`src/rtl/sync_pkg.sv`:
```
// Shared limits and sizing helpers for the pin synchronizer/debouncer family.
// Pure constants and functions; no logic, no latency, no flow control.
package sync_pkg;

    localparam int SYNC_MIN_STAGES = 2;
    localparam int DB_MIN_CYCLES   = 1;

    // Filter counter width for a given stability requirement, never narrower than one bit.
    function automatic int cnt_width(input int db);
        int w;
        w = $clog2(db + 1);
        return (w < 1) ? 1 : w;
    endfunction

endpackage

```
`src/rtl/sync_debounce_ch.sv`:
```
// One channel: flop chain into clk domain, stability filter, registered edge pulses.
// Latency STAGES+DB_CYCLES edges from a held input level; no backpressure, free-running.
module sync_debounce_ch
    import sync_pkg::*;
#(
    parameter int   STAGES    = 2,
    parameter int   DB_CYCLES = 4,
    parameter logic RESET_VAL = 1'b0
) (
    input  logic clk,
    input  logic reset,
    input  logic in_d,
    output logic out_q,
    output logic rise_p,
    output logic fall_p,
    output logic commit
);

    localparam int            CW       = cnt_width(DB_CYCLES);
    localparam logic [CW-1:0] CNT_LAST = CW'(DB_CYCLES - 1);

    (* ASYNC_REG = "TRUE" *) logic [STAGES-1:0] sync_q;
    logic [CW-1:0] cnt;
    logic          s;
    logic          differ;

    assign s      = sync_q[STAGES-1];
    assign differ = s ^ out_q;
    // Level is accepted on the DB_CYCLES-th consecutive differing sample.
    assign commit = differ && (cnt == CNT_LAST);

    always_ff @(posedge clk) begin
        if (reset) begin
            sync_q <= {STAGES{RESET_VAL}};
        end else begin
            sync_q <= {sync_q[STAGES-2:0], in_d};
        end
    end

    always_ff @(posedge clk) begin
        if (reset) begin
            cnt    <= '0;
            out_q  <= RESET_VAL;
            rise_p <= 1'b0;
            fall_p <= 1'b0;
        end else begin
            rise_p <= commit & s;
            fall_p <= commit & ~s;
            if (!differ || commit) begin
                cnt <= '0;
            end else begin
                cnt <= cnt + 1'b1;
            end
            if (commit) begin
                out_q <= s;
            end
        end
    end

endmodule

```
`src/rtl/sync_debounce.sv`:
```
// N independent pin conditioners (sync chain + debounce + edge pulses) with a global change flag.
// Latency STAGES+DB_CYCLES edges per channel; no backpressure, outputs are free-running levels/pulses.
module sync_debounce
    import sync_pkg::*;
#(
    parameter int           N         = 8,
    parameter int           STAGES    = 2,
    parameter int           DB_CYCLES = 4,
    parameter logic [N-1:0] RESET_VAL = '0
) (
    input  logic         clk,
    input  logic         reset,
    input  logic [N-1:0] in_d,
    output logic [N-1:0] out_q,
    output logic [N-1:0] rise_p,
    output logic [N-1:0] fall_p,
    output logic         any_change
);

    if (N < 1) begin : g_bad_n
        $error("sync_debounce: N must be at least 1");
    end
    if (STAGES < SYNC_MIN_STAGES) begin : g_bad_stages
        $error("sync_debounce: STAGES below minimum synchronizer depth");
    end
    if (DB_CYCLES < DB_MIN_CYCLES) begin : g_bad_db
        $error("sync_debounce: DB_CYCLES below minimum");
    end

    logic [N-1:0] commit;

    for (genvar i = 0; i < N; i++) begin : g_ch
        sync_debounce_ch #(
            .STAGES    (STAGES),
            .DB_CYCLES (DB_CYCLES),
            .RESET_VAL (RESET_VAL[i])
        ) u_ch (
            .clk    (clk),
            .reset  (reset),
            .in_d   (in_d[i]),
            .out_q  (out_q[i]),
            .rise_p (rise_p[i]),
            .fall_p (fall_p[i]),
            .commit (commit[i])
        );
    end

    // Registered from the same next-state as the pulses so it lines up with them.
    always_ff @(posedge clk) begin
        if (reset) begin
            any_change <= 1'b0;
        end else begin
            any_change <= |commit;
        end
    end

endmodule
```
`config.mk`:
```
export PLATFORM = sky130hd
export DESIGN_NAME = sync_debounce
export DESIGN_NICKNAME = d
export VERILOG_FILES = /design/src/rtl/sync_pkg.sv /design/src/rtl/sync_debounce_ch.sv /design/src/rtl/sync_debounce.sv
export SDC_FILE = /design/constraint.sdc
export NUM_CORES = 1
export LEC_CHECK = 0
export CORE_ASPECT_RATIO = 2
export CORE_MARGIN = 1.5
export CORE_UTILIZATION = 53
export DETAILED_ROUTE_END_ITERATION = 6
export PLACE_DENSITY = 0.88
export REMOVE_ABC_BUFFERS = 1
export SLEW_MARGIN = 20
export SYNTH_ARGS = -nofsm -noshare
export SYNTH_HDL_FRONTEND = slang
export SYNTH_SLANG_ARGS = --single-unit
```
`constraint.sdc`:
```
create_clock -name clk -period 1.9 [get_ports clk]
set_input_delay 0.38 -clock clk [delete_from_list [all_inputs] [get_ports clk]]
set_output_delay 0.38 -clock clk [all_outputs]
set_load 0.005 [all_outputs]
```
==> run summary, run 1 <==
After technology mapping, the gate count stands at 226. The HPWL after detailed placement is 2.23 mm. Prior to clock tree synthesis, the placed netlist has a worst setup slack of 0.276 ns. The worst clock skew is 0.00753 ns. During synthesis, Yosys emitted a total of 0 warnings. The final cycle utilization of the critical path came out at 0.895. The largest area contributor in the synthesized netlist is sky130_fd_sc_hd__dfxtp_1. For the worst path setup slack after routing, the log shows 0.199 ns.

The adder-cell area share of the yosys netlist was 0.0829. The family with the most delay on the worst path was buffers and inverters. Pin placement for this block handled 35 I/O pins. Area enclosed by the die boundary: 5000 µm². Of all nets on the critical path, the largest fanout is 5.

The number of failing hold endpoints at the final stage came out at 0. The mapped cell area is 2420 µm². The tools report the number of antenna cells inserted as 0.

The cell sitting at the root of the clock tree is a sky130_fd_sc_hd__clkbuf_8. The run gives 0.156 as the all-layer global routing usage. From synthesis to final layout, the design area changed by 17.5%. For this design the static power due to leakage is 1.07 nW. Buffers added to address setup during post-CTS repair amount to 0.

The path type of the worst setup path is reg2out. The number of buffer and inverter instances along the worst setup path is 1. The number of gates resized after CTS was 0.

For the pin with the worst max-slew slack, the measured transition is 0.280 ns. The flow ran to the end, and the final reports show no timing, DRC or antenna violations. The minimum clock period was 1.70 ns; the area of the core was 4380 µm². Post-synthesis share of cell area spent on xor and xnor gates: 0.0321. Class of the most critical hold timing path: reg2reg. By area, the combinational part of the netlist is dominated by simple AND/OR/NAND/NOR gates. The clock transition at the registers of the reported paths was 0.07 ns.

The global-route wire length before repair was 5.68 mm; the proportion of layout cells with a drive suffix above 1 was 0.0810. The number of failing setup endpoints in the final timing report was 0; the die span in y was 98.5 µm. The floorplan has 34 rows. The via count of the first global-routing pass was 1371. The critical path goes through clkdlybuf4s50_1. Synthesis inferred 65 register bits. Once detail routing completed, the nets flagged for antenna violations numbered 0. Setup repair after global routing left no endpoint under its margin. Slowest cell on the critical path: sky130_fd_sc_hd__clkdlybuf4s50_1.

After detailed routing, the total wire length is 3.27 mm. The number of distinct library cell variants in the gate-level netlist after synthesis came out at 22. Dividing total power by cell area gives a power density of 916 nW/µm².

IR analysis of the VDD net gives a maximum drop of 0.558 mV. At the later pin of the worst-skew pair, clock insertion delay measures 0.34 ns. For this block, the initial DRC count from the detailed router was 19. The basic-gate share of the synthesized area counting and, or, nand and nor cells works out to 0.180. The post-synthesis compound-gate area fraction was 0.0171; the timing-limited maximum frequency was 588 MHz. The post-route DRC violation count is 0.

The run gives 0.551 as the initial core utilization. Entering global routing, the biggest net connects 50 pins. At the worst endpoint, the required time is 1.52 ns.

The number of clock sinks seen by CTS was 65. STA classifies the critical path endpoint as an output pin. The register area share after synthesis is 0.539, and the worst hold slack is 0.424 ns. A synthesized cell averages 10.7 µm². Adding up every negative setup slack in the final design gives 0 ns. The logs give 0.811 for the tightest slew margin relative to the limit and 3 for the level count of the clock H-tree. The logs give 269 for the final layout net count and 4 for the iteration count of the initial detailed-routing pass. The width of the die is 50.7 µm, and the total congestion overflow is 0.

The multiplexer fraction of the synthesized cell area came out at 0.0331. The run gives 1430 as the via count. STA classifies the critical path startpoint as a flop. For the count of hold-fix buffers inserted at cts, the log shows 0.

The routed via count divided by cell count is 4.75, and the count of port buffers added during placement is 34. In the post-synthesis netlist, the biggest area contributors are sky130_fd_sc_hd__dfxtp_1, sky130_fd_sc_hd__ha_1, sky130_fd_sc_hd__buf_4. The number of antenna violations at the first check in global routing is 0. Routability-driven placement finished with a final weighted congestion of 0.719. STA puts the critical path data arrival time at 1.32 ns. TritonCTS built the clock tree. Across the run, the number of max-cap violations was 0. Dividing the detail-routed wire length by the instance count gives 10.9 µm. The proportion of netlist area held by the largest area contributor is 0.539, and the number of slew-limit violations in the final report is 0. In this run the deepest clock path goes through 2 buffers. Clock tree synthesis inserted a total of 9 buffers. On the worst path, the slowest cell contributes a delay of 0.54 ns.
area by class of cell:
class                           instances  area, µm²
Clock inverter                          3       40.0
Timing Repair Buffer                   35        360
Tap cell                               54       67.6
Inverter                               21       78.8
Multi-Input combinational cell        111        835
Sequential cell                        65       1300
Clock buffer                           12        155
Fill cell                             335       1540
worst reg2reg max path: cells and delay by family, from the launching register on:
kind                       cells  cell delay, ns
AOI/OAI and AO/OA              2            0.52
adders and majority gates      2            0.41
buffers and inverters          1            0.10
DFF                            1            0.32
logic make-up (layout without fill, tap and decap cells):
logic type,count (synthesis),count (layout)
compound gates,5,5
xor+xnor,8,8
fa+ha+maj,16,16
buf+inv,50,71
flops,65,65
mux,8,8
simple gates,74,74
power by group:
part           switching, mW  total [mW]  internal (mW)
logic                 0.0312      0.0715         0.0403
clock network          0.467        1.13          0.665
registers             0.0123        1.40           1.38
cell usage after synthesis:
library cell	count
sky130_fd_sc_hd__and3_1	2
sky130_fd_sc_hd__buf_2	2
sky130_fd_sc_hd__buf_4	24
sky130_fd_sc_hd__clkbuf_1	3
sky130_fd_sc_hd__dfxtp_1	65
sky130_fd_sc_hd__ha_1	16
sky130_fd_sc_hd__inv_1	21
sky130_fd_sc_hd__mux2i_1	8
sky130_fd_sc_hd__nand2_1	2
sky130_fd_sc_hd__nor2_1	29
sky130_fd_sc_hd__nor2_2	3
sky130_fd_sc_hd__nor2b_1	16
sky130_fd_sc_hd__nor4b_1	12
sky130_fd_sc_hd__nor4bb_1	4
sky130_fd_sc_hd__o22ai_1	2
sky130_fd_sc_hd__o2bb2ai_1	2
sky130_fd_sc_hd__o41a_1	1
sky130_fd_sc_hd__or3_1	5
sky130_fd_sc_hd__or3_4	1
sky130_fd_sc_hd__xnor2_1	5
sky130_fd_sc_hd__xnor2_2	1
sky130_fd_sc_hd__xor2_1	2
per-stage QoR:
stage / area [µm²] / total power [mW] / std cells / utilization
2_1_floorplan: 2210 / 1.45 / 197 / -
3_3_place_gp: 2640 / 1.49 / 286 / 0.603
3_5_place_dp: 2640 / 1.50 / 286 / 0.603
4_1_cts: 2840 / 2.63 / 301 / 0.648
5_1_grt: 2840 / 2.69 / 301 / 0.648
6_report: 2840 / 2.60 / 301 / 0.648
flip-flops by register name, summed over array words and instances (netlist names):
register          count
g_ch.u_ch.cnt        24
g_ch.u_ch.sync_q     16
g_ch.u_ch.fall_p      8
g_ch.u_ch.out_q       8
g_ch.u_ch.rise_p      8
any_change            1
cells in the final DEF (no fill, tap or decap):
cell / n
sky130_fd_sc_hd__and3_1: 2
sky130_fd_sc_hd__buf_12: 1
sky130_fd_sc_hd__bufinv_16: 1
sky130_fd_sc_hd__clkbuf_1: 1
sky130_fd_sc_hd__clkbuf_8: 11
sky130_fd_sc_hd__clkdlybuf4s50_1: 34
sky130_fd_sc_hd__clkinv_2: 2
sky130_fd_sc_hd__dfxtp_1: 65
sky130_fd_sc_hd__ha_1: 16
sky130_fd_sc_hd__inv_1: 21
sky130_fd_sc_hd__mux2i_1: 8
sky130_fd_sc_hd__nand2_1: 2
sky130_fd_sc_hd__nor2_1: 29
sky130_fd_sc_hd__nor2_2: 3
sky130_fd_sc_hd__nor2b_1: 16
sky130_fd_sc_hd__nor4b_1: 12
sky130_fd_sc_hd__nor4bb_1: 4
sky130_fd_sc_hd__o22ai_1: 2
sky130_fd_sc_hd__o2bb2ai_1: 2
sky130_fd_sc_hd__o41a_1: 1
sky130_fd_sc_hd__or3_1: 5
sky130_fd_sc_hd__or3_4: 1
sky130_fd_sc_hd__xnor2_1: 5
sky130_fd_sc_hd__xnor2_2: 1
sky130_fd_sc_hd__xor2_1: 2
worst paths after layout:
| check | startpoint | slack, ns | depth (start not counted) | endpoint |
|---|---|---|---|---|
| setup reg to reg | g_ch[0].u_ch.cnt[0] | 0.43 | 5 | any_change |
| hold reg to reg | g_ch[1].u_ch.cnt[0] | 0.42 | 1 | g_ch[1].u_ch.cnt[0] |
| setup / recovery | g_ch[7].u_ch.out_q | 0.20 | 1 | out_q[7] |
| hold / removal | g_ch[1].u_ch.cnt[0] | 0.42 | 1 | g_ch[1].u_ch.cnt[0] |
per-layer routing:
metal  vias to the layer above  track usage  routed length [µm]
met4                         0        0.133                 156
li1                        743            -                   -
met5                         -            0                   0
met2                        38        0.236                1560
met1                       636        0.174                1430
met3                        13       0.0455                 128
Power figures use the tool's default switching activity.
==> inputs of run 2 (changes only) <==
--- a/config.mk
+++ b/config.mk
@@ -8,6 +8,7 @@
 export CORE_ASPECT_RATIO = 2
 export CORE_MARGIN = 1.5
 export CORE_UTILIZATION = 53
+export CTS_CLUSTER_SIZE = 8
 export DETAILED_ROUTE_END_ITERATION = 6
 export PLACE_DENSITY = 0.88
 export REMOVE_ABC_BUFFERS = 1
==> results of run 2 <==
Same layout as run 1: the final DEF is identical, and so are final timing and power.
